### src/rtl/cache_ctrl_pkg.sv
// Shared types and encodings for the two-way cache controller.
// State enum, write-select encodings, physical-address mux encodings,
// and a saturating increment helper used by the optional event counters.
package cache_ctrl_pkg;

    typedef enum logic [1:0] {
        ST_IDLE      = 2'd0,
        ST_CHECK     = 2'd1,
        ST_WRITEBACK = 2'd2,
        ST_FILL      = 2'd3
    } state_e;

    // Per-way data array write enables
    localparam logic [1:0] WSEL_NONE = 2'b00;
    localparam logic [1:0] WSEL_ALL  = 2'b01;  // whole line from physical memory
    localparam logic [1:0] WSEL_MASK = 2'b11;  // byte-masked CPU write

    // Physical memory address source (dirty_write)
    localparam logic [1:0] PADDR_CPU  = 2'b00;
    localparam logic [1:0] PADDR_WAY1 = 2'b01;
    localparam logic [1:0] PADDR_WAY2 = 2'b11;

    // Increment that sticks at all-ones instead of wrapping
    function automatic logic [31:0] sat_inc(input logic [31:0] v);
        return (v == 32'hFFFF_FFFF) ? v : v + 32'd1;
    endfunction

endpackage

### src/rtl/cache_perf_cnt.sv
// Saturating hit / miss / writeback event counters for cache_control.
// Instantiated only when CACHE_PERF_COUNTERS_EN is defined.
module cache_perf_cnt
    import cache_ctrl_pkg::*;
(
    input  logic        clk,
    input  logic        rst,        // asynchronous, active-low
    input  logic        hit_ev,
    input  logic        miss_ev,
    input  logic        wb_ev,
    output logic [31:0] hit_count,
    output logic [31:0] miss_count,
    output logic [31:0] wb_count
);

    logic [31:0] hit_q, hit_d;
    logic [31:0] miss_q, miss_d;
    logic [31:0] wb_q, wb_d;

    // Next counter values: bump on each event, hold at saturation
    always_comb begin
        hit_d  = hit_q;
        miss_d = miss_q;
        wb_d   = wb_q;
        if (hit_ev)  hit_d  = sat_inc(hit_q);
        if (miss_ev) miss_d = sat_inc(miss_q);
        if (wb_ev)   wb_d   = sat_inc(wb_q);
    end

    // Counter registers, cleared by reset
    always_ff @(posedge clk or negedge rst) begin
        if (!rst) begin
            hit_q  <= '0;
            miss_q <= '0;
            wb_q   <= '0;
        end else begin
            hit_q  <= hit_d;
            miss_q <= miss_d;
            wb_q   <= wb_d;
        end
    end

    assign hit_count  = hit_q;
    assign miss_count = miss_q;
    assign wb_count   = wb_q;

endmodule

### src/rtl/cache_control.sv
// Control FSM for a two-way set-associative, write-back cache.
// IDLE -> CHECK on a request; a hit answers in CHECK, a miss goes through
// an optional WRITEBACK of a dirty victim and then FILL, returning to CHECK
// where the request hits. lru_out names the victim (0 = way1, 1 = way2).
// Optional build macro: CACHE_PERF_COUNTERS_EN adds hit/miss/writeback counters.
//
// Handshakes: mem_read/mem_write are held by the CPU until the one-cycle
// mem_resp pulse; pmem_read/pmem_write are held by this block until the
// cycle in which pmem_resp is high, which completes the transfer. pmem_resp
// outside WRITEBACK/FILL carries no meaning and is ignored.
module cache_control
    import cache_ctrl_pkg::*;
#(
    parameter int s_tag   = 24,
    parameter int s_index = 3
) (
    input  logic             clk,
    input  logic             rst,            // asynchronous, active-low
    input  logic             mem_read,
    input  logic             mem_write,
    output logic             mem_resp,
    input  logic [s_tag-1:0] addr_tag,
    input  logic [s_tag-1:0] tag1_mem,
    input  logic [s_tag-1:0] tag2_mem,
    input  logic             valid1_out,
    input  logic             valid2_out,
    input  logic             dirty1_out,
    input  logic             dirty2_out,
    input  logic             lru_out,
    output logic             pmem_read,
    output logic             pmem_write,
    input  logic             pmem_resp,
    output logic             tag1_ld,
    output logic             tag2_ld,
    output logic             valid1_ld,
    output logic             valid2_ld,
    output logic             dirty1_ld,
    output logic             dirty2_ld,
    output logic             lru_ld,
    output logic             valid1_in,
    output logic             valid2_in,
    output logic             dirty1_in,
    output logic             dirty2_in,
    output logic             lru_in,
    output logic [1:0]       write1_select,
    output logic [1:0]       write2_select,
    output logic [1:0]       dirty_write,
    output logic             bus_select1,
    output logic             bus_select2,
    output logic             cache_out_select,
`ifdef CACHE_PERF_COUNTERS_EN
    output logic [31:0]      hit_count,
    output logic [31:0]      miss_count,
    output logic [31:0]      wb_count,
`endif
    output state_e           state_dbg
);

    // The set index is decoded in the datapath; only guard its range here.
    if (s_index < 1 || s_index > 16) begin : g_bad_index
        $error("cache_control: s_index out of range");
    end

    state_e state_q, state_d;
    logic   victim_q, victim_d;   // way chosen at miss time: 0 = way1, 1 = way2
    logic   hit1, hit2, hit;

    // Way1 has priority when both ways match
    assign hit1 = valid1_out && (tag1_mem == addr_tag);
    assign hit2 = valid2_out && (tag2_mem == addr_tag) && !hit1;
    assign hit  = hit1 || hit2;

    // Next state and all datapath controls from the current state
    always_comb begin
        state_d          = state_q;
        victim_d         = victim_q;
        mem_resp         = 1'b0;
        pmem_read        = 1'b0;
        pmem_write       = 1'b0;
        tag1_ld          = 1'b0;
        tag2_ld          = 1'b0;
        valid1_ld        = 1'b0;
        valid2_ld        = 1'b0;
        dirty1_ld        = 1'b0;
        dirty2_ld        = 1'b0;
        lru_ld           = 1'b0;
        valid1_in        = 1'b0;
        valid2_in        = 1'b0;
        dirty1_in        = 1'b0;
        dirty2_in        = 1'b0;
        lru_in           = 1'b0;
        write1_select    = WSEL_NONE;
        write2_select    = WSEL_NONE;
        dirty_write      = PADDR_CPU;
        bus_select1      = 1'b0;
        bus_select2      = 1'b0;
        cache_out_select = 1'b0;

        case (state_q)
            ST_IDLE: begin
                if (mem_read || mem_write) state_d = ST_CHECK;
            end

            ST_CHECK: begin
                if (hit) begin
                    mem_resp = 1'b1;
                    lru_ld   = 1'b1;
                    lru_in   = hit1;       // way1 just used -> way2 is next victim
                    state_d  = ST_IDLE;
                    // A write (including read+write) merges CPU data into the hit way
                    if (mem_write) begin
                        if (hit1) begin
                            write1_select = WSEL_MASK;
                            bus_select1   = 1'b1;
                            dirty1_ld     = 1'b1;
                            dirty1_in     = 1'b1;
                        end else begin
                            write2_select = WSEL_MASK;
                            bus_select2   = 1'b1;
                            dirty2_ld     = 1'b1;
                            dirty2_in     = 1'b1;
                        end
                    end
                end else begin
                    victim_d = lru_out;
                    if (lru_out ? (valid2_out && dirty2_out) : (valid1_out && dirty1_out))
                        state_d = ST_WRITEBACK;
                    else
                        state_d = ST_FILL;
                end
            end

            ST_WRITEBACK: begin
                pmem_write       = 1'b1;
                dirty_write      = victim_q ? PADDR_WAY2 : PADDR_WAY1;
                cache_out_select = victim_q;
                if (pmem_resp) state_d = ST_FILL;
            end

            ST_FILL: begin
                pmem_read   = 1'b1;
                dirty_write = PADDR_CPU;
                // bus_select for the victim stays 0: data comes from memory
                if (pmem_resp) begin
                    if (!victim_q) begin
                        write1_select = WSEL_ALL;
                        tag1_ld       = 1'b1;
                        valid1_ld     = 1'b1;
                        valid1_in     = 1'b1;
                        dirty1_ld     = 1'b1;
                        dirty1_in     = 1'b0;
                    end else begin
                        write2_select = WSEL_ALL;
                        tag2_ld       = 1'b1;
                        valid2_ld     = 1'b1;
                        valid2_in     = 1'b1;
                        dirty2_ld     = 1'b1;
                        dirty2_in     = 1'b0;
                    end
                    state_d = ST_CHECK;
                end
            end

            default: state_d = ST_IDLE;
        endcase
    end

    // State and victim registers; reset abandons any memory transfer
    always_ff @(posedge clk or negedge rst) begin
        if (!rst) begin
            state_q  <= ST_IDLE;
            victim_q <= 1'b0;
        end else begin
            state_q  <= state_d;
            victim_q <= victim_d;
        end
    end

    assign state_dbg = state_q;

`ifdef CACHE_PERF_COUNTERS_EN
    logic hit_ev, miss_ev, wb_ev;
    assign hit_ev  = (state_q == ST_CHECK) && hit;
    assign miss_ev = (state_q == ST_CHECK) && !hit;
    assign wb_ev   = (state_q == ST_WRITEBACK) && pmem_resp;

    cache_perf_cnt u_perf_cnt (
        .clk        (clk),
        .rst        (rst),
        .hit_ev     (hit_ev),
        .miss_ev    (miss_ev),
        .wb_ev      (wb_ev),
        .hit_count  (hit_count),
        .miss_count (miss_count),
        .wb_count   (wb_count)
    );
`endif

endmodule

### config.mk
export PLATFORM = sky130hd
export DESIGN_NAME = cache_control
export DESIGN_NICKNAME = d
export VERILOG_FILES = /design/src/rtl/cache_ctrl_pkg.sv /design/src/rtl/cache_perf_cnt.sv /design/src/rtl/cache_control.sv
export SDC_FILE = /design/constraint.sdc
export NUM_CORES = 1
export LEC_CHECK = 0
export BUFFER_PORTS_ARGS = -buffer_cell sky130_fd_sc_hd__clkbuf_2
export CAP_MARGIN = 20
export CORE_MARGIN = 2
export CORE_UTILIZATION = 37
export DETAILED_ROUTE_END_ITERATION = 10
export PLACE_DENSITY = 0.87
export RECOVER_POWER = 50
export SLEW_MARGIN = 0
export SYNTH_ARGS = -nofsm -noshare
export SYNTH_HDL_FRONTEND = slang
export SYNTH_SLANG_ARGS = --single-unit
### constraint.sdc
create_clock -name clk -period 3 [get_ports clk]
set_clock_uncertainty 0.1 [all_clocks]
set_input_delay 0 -clock clk [delete_from_list [all_inputs] [get_ports clk]]
set_output_delay 0 -clock clk [all_outputs]
set_load 0.02 [all_outputs]
After elaboration in Yosys (flattened, before gate mapping)
Cells that the tools add are included.
Widths: inputs -> output; s select.
- register bits: 3
- bits in latches: 0
- bits in writable memories: 0
- bits in read-only memories: 0
- input port bits: 82
- memories kept: 0
- $add $sub $neg: 0
- multiply operators: 0
- divide/modulo/power cells: 0
- magnitude comparators: 0
- equality and inequality tests: 8
- shift operators: 0
- muxes and demuxes: 44
- bitwise logic cells: 1
- reductions and logical operators: 11
- operator list (operator ; count):
    $eq 24x24->1 ; 2
    $mux 1 ; 27
    $mux 2 ; 12
    $pmux 2 s2 ; 2
    $pmux 2 s4 ; 1
    $ne 2x2->1 const B ; 3
    $logic_and 1x1->1 ; 5
    $eq 2x2->1 const B ; 2
    $pmux 1 s2 ; 2
    $reduce_and 3->1 ; 1
    $eq 2x1->1 const B ; 1
    $logic_not 2->1 ; 1
    $logic_or 1x1->1 ; 2
    $reduce_and 2->1 ; 1
    $logic_not 1->1 ; 1
    $not 1->1 ; 1

Longest topological paths before layout
- depth in word-level cells: 7
- depth in mapped cells: 8

Least setup slack after synthesis
Ideal clock, no wire load.
- path kind: input to output
- from: input port tag1_mem[8]
- to: output port write1_select[0]
- arrival: 1.903 ns
- required time: 2.900 ns
- slack: 0.997 ns
- stages: 8
- buffers on the path: 2
- path through: xor2_1 nor4_1 nand3_1 or4_4 buf_6 nor3_2 or2_1 buf_4
- longest elaborated chain between the ends: 7
- elaborated cells between the ends (all ways): 9
- RTL lines (what ; RTL line ; source):
    start: declaration ; cache_control.sv:23 ; input logic [s_tag-1:0] tag1_mem,
    $eq 24x24->1 * ; cache_control.sv:69 ; assign hit1 = valid1_out && (tag1_mem == addr_tag);
    $logic_and 1x1->1 * ; cache_control.sv:69 ;
    $logic_not 1->1 ; cache_control.sv:70 ; assign hit2 = valid2_out && (tag2_mem == addr_tag) && !hit1;
    $logic_and 1x1->1 ; cache_control.sv:70 ;
    $logic_or 1x1->1 ; cache_control.sv:71 ; assign hit = hit1 || hit2;
    $mux 2 * ; cache_control.sv:105 ; if (hit) begin
    $pmux 2 s2 * ; cache_control.sv:99 ; case (state_q)
    end: declaration ; cache_control.sv:45 ; output logic [1:0] write1_select,
Every way passes the cells marked *; elsewhere a longest branch is shown, timed or not.

Final worst setup path
- from: register state_q[1] (netlist: state_dbg[1])
- to: output port write2_select[0]
- longest elaborated chain between the ends: 2
- elaborated cells between the ends (all ways): 3
- RTL lines (what ; RTL line ; source):
    start: declaration ; cache_control.sv:64 ; state_e state_q, state_d;
    start signal: assignment ; cache_control.sv:174 ; state_q <= state_d;
    $eq 2x2->1 or $eq 2x1->1 (tied branches) ; cache_control.sv:99 ;
    $pmux 2 s2 * ; cache_control.sv:99 ;
    end: declaration ; cache_control.sv:46 ; output logic [1:0] write2_select,
Marked as above.

==> results <==
- The simple-gate area share of the yosys netlist is 25.9%.
- The number of antenna violations at the first check in global routing was 0.
- sky130_fd_sc_hd__xor2_1 takes more of the synthesized area than any other cell.
- The worst setup path is launched from a register.
- The total length of routed wires is 2970 um.
- For this configuration, the core starts out at a cell density of 39.0%.
- The global placement routability congestion is 0.787.
- After synthesis the cells add up to 957 um^2.
- The sum of buffers and inverters on the critical path is 3.
- The mux cell area share after synthesis is 1.18%.
- The number of diodes is 0.
- The root buffer cell chosen for the clock tree is sky130_fd_sc_hd__clkbuf_4.
- The total of fill cells in the finished design is 247.
- For the pin with the worst max-slew slack, the measured transition is 431 ps.
- The count of state elements after synthesis is 3.
- The number of buffers inserted to repair setup after CTS is 0.
- Of all nets on the critical path, the largest fanout is 6.
- The CTS tree is yes.
- The worst reg2reg path depth is 7.
- The area share of fa/ha/maj cells after synthesis is 5.23%.
- The peak per-stage delay on the critical path is 410 ps.
- The xor/xnor cell area share of the yosys netlist is 43.9%.
- Setup repair after global routing left no endpoint under its margin.
- The critical path goes through inv_1 -> ha_1 -> clkinv_1 -> nor4b_4 -> or2_1 -> clkbuf_2.
- The global-route wire length before repair is 4220 um.
- The worst ir drop on vdd is 0.309 mV.
- Global routing used 19.9% of the available tracks across all layers.
- The hold buffer count at CTS is 4.
- Before antenna repair, the detailed router went through 4 iterations.
- The minimum clock period after layout is 1910 ps.
- The proportion of netlist area held by the largest area contributor is 23.8%.
- The via total after detailed routing is 1207.
- The number of different library cells in the post-synthesis netlist is 28.
- At the worst endpoint, the arrival time is 1810 ps.
- The dominant combinational cell family by area after synthesis is XOR/XNOR gates.
- The highest clock frequency the design can meet is 524 MHz.
- Data on the critical path is required at its endpoint by 2900 ps.
- The multi-input gate area in the final layout is 769 um^2.
- The number of cell rows is 18.
- The run finished with clean final reports.
- The final cell count without fillers is 249.
- The type of element capturing the critical path is an output port.
- Global routing finished with a remaining overflow of 0.
- The worst hold path passes through 4 cells.
- The relative max-transition margin is 71.3%.
- The setup TNS is 0 ps.
- The final design utilization is 60.6%.
- The synthesized netlist devotes 4.18% of its cell area to compound gates.
- Dividing total power by cell area gives a power density of 379 mW/mm^2.
- The longest clock path from root to sink contains 2 buffers.
- Clock tree synthesis found a total of 3 sinks.
- Sorting the synthesized cells by area gives the leading types as sky130_fd_sc_hd__xor2_1, sky130_fd_sc_hd__xnor2_1, sky130_fd_sc_hd__buf_4, sky130_fd_sc_hd__dfrtp_1, sky130_fd_sc_hd__ha_1.
- The largest delay contributor family on the critical path is simple AND/OR/NAND/NOR gates.
- From synthesis to final layout, the design area changed by 55.3%.
- The number of nets produced by synthesis is 202.
- The number of cells produced by synthesis is 116.
- The share of flip-flops with an asynchronous set or reset after synthesis is 100%.
- The cell with the largest stage delay on the worst path is sky130_fd_sc_hd__dfrtp_1.
- Summed over all cells, the static leakage comes to 0.000774 uW.
- The number of primary I/O pins is 108.
- Setup violations remaining at the end of the flow were counted as 0.
- The clock network latency to the later pin of the worst-skew pair is 240 ps.
- The number of vias per cell is 4.85.
- The area of all sequential standard cells is 75.1 um^2.
- The count of routing violations after the opening detailed-route iteration is 19.
- Once the clock tree was built, the resizer swapped 0 gates to a different size.
- By startpoint and endpoint, the worst setup path is classified as register to output port.
- The via count of the first global-routing pass is 1145.
- The Yosys step of the flow raised 0 warnings.
- The post-route netlist has 46.6% of its cells at a drive strength greater than 1.
- The number of buffers added on ports is 107.
- The number of hold violations in the final report is 0.
- The pin count of the biggest net entering global routing is 8.
- The sequential cell area fraction in the yosys report is 7.84%.
- The final layout net count is 306.
- In this run the number of H-tree levels came out at 1.
- Max-cap violations in this run came to 0.
- The die extent in y is 54.9 um.
- The synthesized design contains 0 enable-type register cells.
- The final clock period utilization by the worst path is 63.6%.
- The main flop type after synthesis is sky130_fd_sc_hd__dfrtp_1.
- The total half-perimeter wirelength after legalization and detailed placement is 2720 um.
- The count of placed standard cells including taps is 241.
- The die is 54.9 um wide.
- The die area is 0.00301 mm^2.
- In the final routed layout, each cell accounts on average for 11.9 um.
- In the routed design, unresolved DRC markers number 0.
- Sorting the synthesized cells by how often they occur yields sky130_fd_sc_hd__xor2_1, sky130_fd_sc_hd__xnor2_1, sky130_fd_sc_hd__buf_4, sky130_fd_sc_hd__nor4_1.
- The kind of path behind the tightest hold check is input pin to register.
- Dividing the synthesized area by the synthesized cell count gives 8.25 um^2.
- Clock-pin slew was measured on the worst setup and hold paths at 40 ps.
- The cell count along the critical path is 6.
- Setup slack on the worst reg-to-reg path comes out at 1190 ps.
- The remaining antenna violation count is 0.
- In the post-synthesis netlist, the cell with the most instances is sky130_fd_sc_hd__xor2_1.
- The number of max-slew violations in the final report is 0.
- The core region area is 0.00245 mm^2.
- The total CTS buffers is 3.
metrics by stage:
stage	total power (uW)	hold slack, ps	area, um^2	setup slack [ps]
final	564	56.7	1490	1090
after global placement	489	-303	1440	1070
after CTS	578	48.2	1500	1080
after global routing	612	62.3	1490	976
after detailed placement	498	-298	1440	1060
after floorplan	368	-396	957	997
tightest hold or removal path, cell delays in order:
cell and delay [ps]:
sky130_fd_sc_hd__clkbuf_2 80, sky130_fd_sc_hd__nand2_1 60, sky130_fd_sc_hd__o211ai_1 80, sky130_fd_sc_hd__o221ai_1 140
registers in the layout, summed over array words and instances, names as in the netlist:
| signal | cells |
|---|---|
| state_dbg | 2 |
| victim_q | 1 |
layer usage:
metal / vias up / global-route usage, % / wire length (um)
met3: 8 / 2.19 / 235
met2: 65 / 41.3 / 1690
met5: - / 0 / 0
met1: 542 / 17.5 / 965
met4: 0 / 12.1 / 79
li1: 592 / - / -
cell type report:
cell class,count,share of cell area (%)
clock buffers,4,1.77
well taps,30,2.53
flip-flops and latches,3,5.05
multi-input cells,96,51.8
inverters,5,1.26
repair buffers,111,37.6
path summary, 6_finish.rpt:
path,startpoint,endpoint
min in group asynchronous,rst,state_dbg[1]$_DFFE_PN0P_
hold / removal,dirty1_out,state_dbg[0]$_DFFE_PN0P_
hold reg to reg,victim_q$_DFFE_PN0P_,victim_q$_DFFE_PN0P_
max in group asynchronous,rst,victim_q$_DFFE_PN0P_
setup / recovery,state_dbg[1]$_DFFE_PN0P_,write2_select[0]
setup reg to reg,state_dbg[0]$_DFFE_PN0P_,state_dbg[0]$_DFFE_PN0P_
cell usage in the layout, fill, tap and decap left out, drive strengths merged, types with 4 or more instances in the layout:
cell type	count
nor3	4
xnor2	22
inv	4
clkbuf	111
nor4	6
nor2	5
xor2	26
nand2	4
nand3	5
nand4	6
ha	4
dlygate4sd3	4
kinds of logic after synthesis:
| logic type | count (synthesis) |
|---|---|
| and+or+nand+nor | 37 |
| AOI/OAI and AO/OA | 6 |
| xor gates and xnor gates | 48 |
| buffers and inverters | 17 |
| DFF | 3 |
| adders and majority gates | 4 |
| muxes | 1 |
power breakdown:
part,internal (uW),switching [uW],leakage [uW]
Clock,50.0,23.3,0.0000150
Sequential,61.7,21.7,0.0000354
Combinational,163,244,0.000723
Total,274,289,0.000774
Note: power is estimated with default switching activity, not from simulation.
